`src/rtl/uart_dbg_pkg.sv`:
```
// Shared encodings and constants for the UART debug dump path.
package uart_dbg_pkg;

    typedef enum logic [2:0] {
        StIdle,
        StHdr,
        StRd,
        StCap,
        StSend,
        StWait,
        StNext,
        StFin
    } state_e;

    typedef enum logic [1:0] {
        SecHdr,
        SecPc,
        SecReg,
        SecMem
    } section_e;

    localparam logic [15:0] HdrTagDefault = 16'hD0D0;
    localparam int unsigned RegCount      = 32;
    // Header + PC + 32 registers.
    localparam int unsigned FixedWords    = 34;

endpackage

```
`src/rtl/uart_dump_ctrl.sv`:
```
// Post-halt state dump: streams header, PC, r0..r31 and data memory words
// to the UART word transmitter, one word per tx_start/tx_done handshake.
module uart_dump_ctrl
    import uart_dbg_pkg::*;
#(
    parameter int unsigned MemWords = 32,
    parameter logic [31:0] MemBase  = 32'h0000_0000,
    parameter logic [15:0] HdrTag   = HdrTagDefault
) (
    input  logic        clk_i,
    input  logic        rst_ni,
    input  logic        dump_start_i,
    input  logic [31:0] pc_value_i,
    output logic [4:0]  reg_addr_o,
    input  logic [31:0] reg_rdata_i,
    output logic [31:0] mem_addr_o,
    output logic        mem_rd_o,
    input  logic [31:0] mem_rdata_i,
    output logic [31:0] tx_word_o,
    output logic        tx_start_o,
    input  logic        tx_done_i,
    output logic        busy_o,
    output logic        dump_done_o
);

    localparam int unsigned TotalWords = FixedWords + MemWords;
    localparam logic [31:0] HeaderWord = {HdrTag, 16'(TotalWords)};

    state_e      state_q, state_d;
    section_e    sec_q, sec_d;
    logic [9:0]  idx_q, idx_d;
    logic [4:0]  reg_addr_q, reg_addr_d;
    logic [31:0] mem_addr_q, mem_addr_d;
    logic        mem_rd_q, mem_rd_d;
    logic [31:0] tx_word_q, tx_word_d;

    always_ff @(posedge clk_i or negedge rst_ni) begin
        if (!rst_ni) begin
            state_q    <= StIdle;
            sec_q      <= SecHdr;
            idx_q      <= '0;
            reg_addr_q <= '0;
            mem_addr_q <= '0;
            mem_rd_q   <= 1'b0;
            tx_word_q  <= '0;
        end else begin
            state_q    <= state_d;
            sec_q      <= sec_d;
            idx_q      <= idx_d;
            reg_addr_q <= reg_addr_d;
            mem_addr_q <= mem_addr_d;
            mem_rd_q   <= mem_rd_d;
            tx_word_q  <= tx_word_d;
        end
    end

    always_comb begin
        state_d    = state_q;
        sec_d      = sec_q;
        idx_d      = idx_q;
        reg_addr_d = reg_addr_q;
        mem_addr_d = mem_addr_q;
        mem_rd_d   = mem_rd_q;
        tx_word_d  = tx_word_q;

        unique case (state_q)
            StIdle: begin
                if (dump_start_i) begin
                    sec_d   = SecHdr;
                    idx_d   = '0;
                    state_d = StHdr;
                end
            end
            StHdr: begin
                tx_word_d = HeaderWord;
                state_d   = StSend;
            end
            StRd: begin
                mem_rd_d = 1'b0;
                state_d  = StCap;
            end
            StCap: begin
                unique case (sec_q)
                    SecPc:   tx_word_d = pc_value_i;
                    SecReg:  tx_word_d = reg_rdata_i;
                    SecMem:  tx_word_d = mem_rdata_i;
                    SecHdr:  tx_word_d = HeaderWord;
                endcase
                mem_rd_d = 1'b0;
                state_d  = StSend;
            end
            StSend: state_d = StWait;
            StWait: begin
                if (tx_done_i) begin
                    state_d = StNext;
                end
            end
            StNext: begin
                state_d = StRd;
                unique case (sec_q)
                    SecHdr: sec_d = SecPc;
                    SecPc: begin
                        sec_d = SecReg;
                        idx_d = '0;
                    end
                    SecReg: begin
                        if (idx_q != 10'(RegCount - 1)) begin
                            idx_d = idx_q + 10'd1;
                        end else if (MemWords == 0) begin
                            state_d = StFin;
                        end else begin
                            sec_d = SecMem;
                            idx_d = '0;
                        end
                    end
                    SecMem: begin
                        if (32'(idx_q) + 32'd1 < MemWords) begin
                            idx_d = idx_q + 10'd1;
                        end else begin
                            state_d = StFin;
                        end
                    end
                endcase
                // Address is presented during RD so the synchronous read data is ready in CAP.
                if (state_d == StRd) begin
                    if (sec_d == SecReg) begin
                        reg_addr_d = idx_d[4:0];
                    end
                    if (sec_d == SecMem) begin
                        mem_addr_d = MemBase + {20'b0, idx_d, 2'b00};
                        mem_rd_d   = 1'b1;
                    end
                end
            end
            StFin: state_d = StIdle;
            default: state_d = StIdle;
        endcase
    end

    assign reg_addr_o  = reg_addr_q;
    assign mem_addr_o  = mem_addr_q;
    assign mem_rd_o    = mem_rd_q;
    assign tx_word_o   = tx_word_q;
    assign tx_start_o  = (state_q == StSend);
    assign busy_o      = (state_q != StIdle) && (state_q != StFin);
    assign dump_done_o = (state_q == StFin);

endmodule

```
`config.mk`:
```
export PLATFORM = sky130hd
export DESIGN_NAME = uart_dump_ctrl
export DESIGN_NICKNAME = d
export VERILOG_FILES = /design/src/rtl/uart_dbg_pkg.sv /design/src/rtl/uart_dump_ctrl.sv
export SDC_FILE = /design/constraint.sdc
export NUM_CORES = 1
export LEC_CHECK = 0
export ABC_AREA = 1
export BUFFER_PORTS_ARGS = -buffer_cell sky130_fd_sc_hd__buf_4
export CAP_MARGIN = 25
export CORE_ASPECT_RATIO = 0.75
export CORE_MARGIN = 2
export CORE_UTILIZATION = 51
export CTS_BUF_LIST = sky130_fd_sc_hd__clkbuf_4 sky130_fd_sc_hd__clkbuf_8
export CTS_CLUSTER_DIAMETER = 150
export DETAILED_ROUTE_END_ITERATION = 16
export GPL_TIMING_DRIVEN = 1
export PLACE_DENSITY = 0.88
export SYNTH_ARGS = -nofsm -noshare
export SYNTH_HDL_FRONTEND = slang
export SYNTH_SLANG_ARGS = --single-unit
```
`constraint.sdc`:
```
create_clock -name clk_i -period 4.1 [get_ports clk_i]
set_input_delay 0.82 -clock clk_i [delete_from_list [all_inputs] [get_ports clk_i]]
set_output_delay 0.82 -clock clk_i [all_outputs]
set_load 0.01 [all_outputs]
```
==> summary.md <==
| Metric | Value |
|---|---|
| Startpoint Class | `flip-flop` |
| Max-slew violations | `0` |
| Leak | `2.60 nW` |
| First-pass GRT wire length | `14,400 um` |
| Final hold viol count | `0` |
| Ys flop type | `dfrtp_1` |
| Setup repair bufs after CTS | `0` |
| CTS tree | `built` |
| Max Root-Sink Buffers | `2` |
| Mux share of post-synthesis cell area | `0%` |
| Initial antenna violation count | `0` |
| Clk pin slew, worst setup/hold paths | `70 ps` |
| Netlist cell types | `32` |
| EDFF count, synth | `0` |
| Synth Area in Compound Gates | `11.8%` |
| Io pins | `173` |
| Number of global-route vias before repair | `3,093` |
| Drt pass-1 iters | `6` |
| Clk root buf | `clkbuf_8` |
| Post-Route WL | `9380 um` |
| Die span in x | `99.7 um` |
| Setup TNS | `0 ps` |
| Period utilisation layout | `54.6%` |
| Xor/xnor cell area share of the yosys netlist | `0.500%` |
| Post-Synth Adder-Cell Area | `0.357%` |
| Synth area leader | `dfrtp_1` |
| Max VDD drop | `0.000336 V` |
| #FFs+latches synth | `63` |
| Slew @ Worst Pin | `833 ps` |
| Hold Path Class | `flip-flop to flip-flop` |
| Share of cells above drive strength 1 | `30.7%` |
| Die Y | `75.8 um` |
| Syn-to-layout area delta | `37.2%` |
| Power per cell area | `572 nW/um^2` |
| Row count | `26` |
| Drt initial violations | `165` |
| Synth area leaders | `dfrtp_1, nand2_1, a22o_1` |
| RSZ-0062 raised after global routing | `false` |
| Crit end category | `output port` |
| Routed Antenna Nets | `0` |
| GR Overflow Total | `0` |
| DR DRC count | `0` |
| H-tree depth | `3` |
| Sequential area share after synthesis | `45.0%` |
| Worst Skew | `8.77 ps` |
| Top Metal Used | `met4` |
| Yosys warns | `0` |
| Initial core utilization | `52.0%` |
| Rel. slew slack | `44.2%` |
| WL met1 | `3940 um` |
| Final net count | `708` |
| Hold_ws | `473 ps` |
| GRT Total Usage | `24.4%` |
| Core Footprint | `6730 sq um` |
| CTS Hold Bufs | `0` |
| Critical path arrival | `1420 ps` |
| PortBufs | `150` |
| Cts repair resizes | `0` |
| Data required, critical path | `3280 ps` |
| Die ar. | `7550 sq um` |
| Setup Viol. Count Final | `0` |
| Largest net degree at the start of global routing | `64` |
| Syn Std Cell Area | `3500 sq um` |
| Crit path kind | `flip-flop to output port` |
| Via count | `3,519` |
| Result of the run | `finished, final reports clean` |
| Antenna cells | `0` |
| Post-synthesis simple-gate area fraction | `32.1%` |
| Final HPWL DP | `6900 um` |
| Post-Syn Instances | `462` |
| Num CTS Buffers | `9` |
| Clk sinks | `63` |
| Post-synth ARST share | `100%` |
| PnR Total Power | `0.00275 W` |
| CP Max Fanout | `8` |
| Post-synth top area share | `45.0%` |
| RD Place Congestion | `0.866` |
| Count of maximum capacitance violations | `0` |
| Syn_area_per_cell | `7.58 sq um` |
| DR WL/cell | `13.5 um` |
| Via density | `5.06` |
| Fin util | `71.3%` |
| Post-synth top cells | `nand2_1, dfrtp_1, nand3_1` |
| Largest family of logic cells by synthesized area | `simple AND/OR/NAND/NOR gates` |
| Met2 WL post-DR | `4650 um` |
| Metal3 WL | `637 um` |
| Latest clock arrival within the worst-skew pair | `340 ps` |
| Most common cell in the netlist | `nand2_1` |
| Crit path time final | `2240 ps` |
| Fmax | `447 MHz` |
[state kept, by name (all words and copies together) (netlist names)]
| name | flops |
|---|---|
| mem_addr_o | 10 |
| state_q | 3 |
| sec_q | 2 |
| tx_word_o | 32 |
| mem_rd_o | 1 |
| reg_addr_o | 5 |
| idx_q | 10 |
[worst paths after layout]
path,start,to,slack (ps),depth (start not counted)
max,state_q[2]$_DFFE_PN0P_,busy_o,1860,4
min,mem_addr_o[10]$_DFFE_PN0P_,mem_addr_o[10]$_DFFE_PN0P_,470,2
max reg2reg,state_q[0]$_DFFE_PN0P_,tx_word_o[17]$_DFFE_PN0P_,1960,4
min reg2reg,mem_addr_o[10]$_DFFE_PN0P_,mem_addr_o[10]$_DFFE_PN0P_,470,2
max in group asynchronous,rst_ni,idx_q[9]$_DFFE_PN0P_,3050,1
min in group asynchronous,rst_ni,reg_addr_o[2]$_DFFE_PN0P_,550,1
[metal layers]
metal	vias to the layer above	GRT usage, %
met4	0	7.61
met1	1638	32.8
met5	-	0
met3	18	6.97
li1	1744	-
met2	119	39.1
[critical path, cell delays in order (launching register included)]
cell and delay, ps:
dfrtp_1 510, inv_1 120, nor2_1 190, nor2_1 100, buf_4 150
[power by group]
part | switching (W) | internal, W
combinational | 0.000709 | 0.000533
clock | 0.000259 | 0.000239
sequential | 0.000185 | 0.000822
total | 0.00115 | 0.00159
[layout by cell type, fill, tap and decap left out, drive strengths merged]
| master | count |
|---|---|
| a22o | 24 |
| conb | 22 |
| dfrtp | 63 |
| o21bai | 3 |
| clkbuf | 10 |
| o21ai | 8 |
| a31oi | 8 |
| o22ai | 2 |
| inv | 28 |
| nand2 | 198 |
| nor2 | 34 |
| xor2 | 2 |
| nand3b | 1 |
| a21oi | 1 |
| a221oi | 8 |
| nand4 | 1 |
| nand3 | 35 |
| ha | 1 |
| clkinv | 6 |
| buf | 154 |
| clkinvlp | 1 |
| nor3 | 2 |
[cells by family after synthesis]
kind of cell / Yosys count
other: 1
adder cells (fa/ha/maj): 1
buffers and inverters: 70
XOR/XNOR: 2
flip-flops: 63
AND/OR/NAND/NOR: 271
AO/OA/AOI/OAI: 54
[layout make-up]
class	count	area (sq um)
Clock inverter	6	43.8
Inverter	29	109
Fill cell	546	1930
Sequential cell	63	1580
Clock buffer	10	138
Tap cell	84	105
Multi-Input combinational cell	350	1660
Timing Repair Buffer	154	1180
[per-stage QoR]
| step | instances | setup slack (ps) | cell area [sq um] |
|---|---|---|---|
| finish | 696 | 1860 | 4800 |
| global route | 696 | 1730 | 4800 |
| CTS | 695 | 1730 | 4780 |
| detailed placement | 679 | 1730 | 4600 |
| global placement | 679 | 1880 | 4600 |
| floorplan | 483 | 2310 | 3580 |
Note: power is estimated with default switching activity, not from simulation.
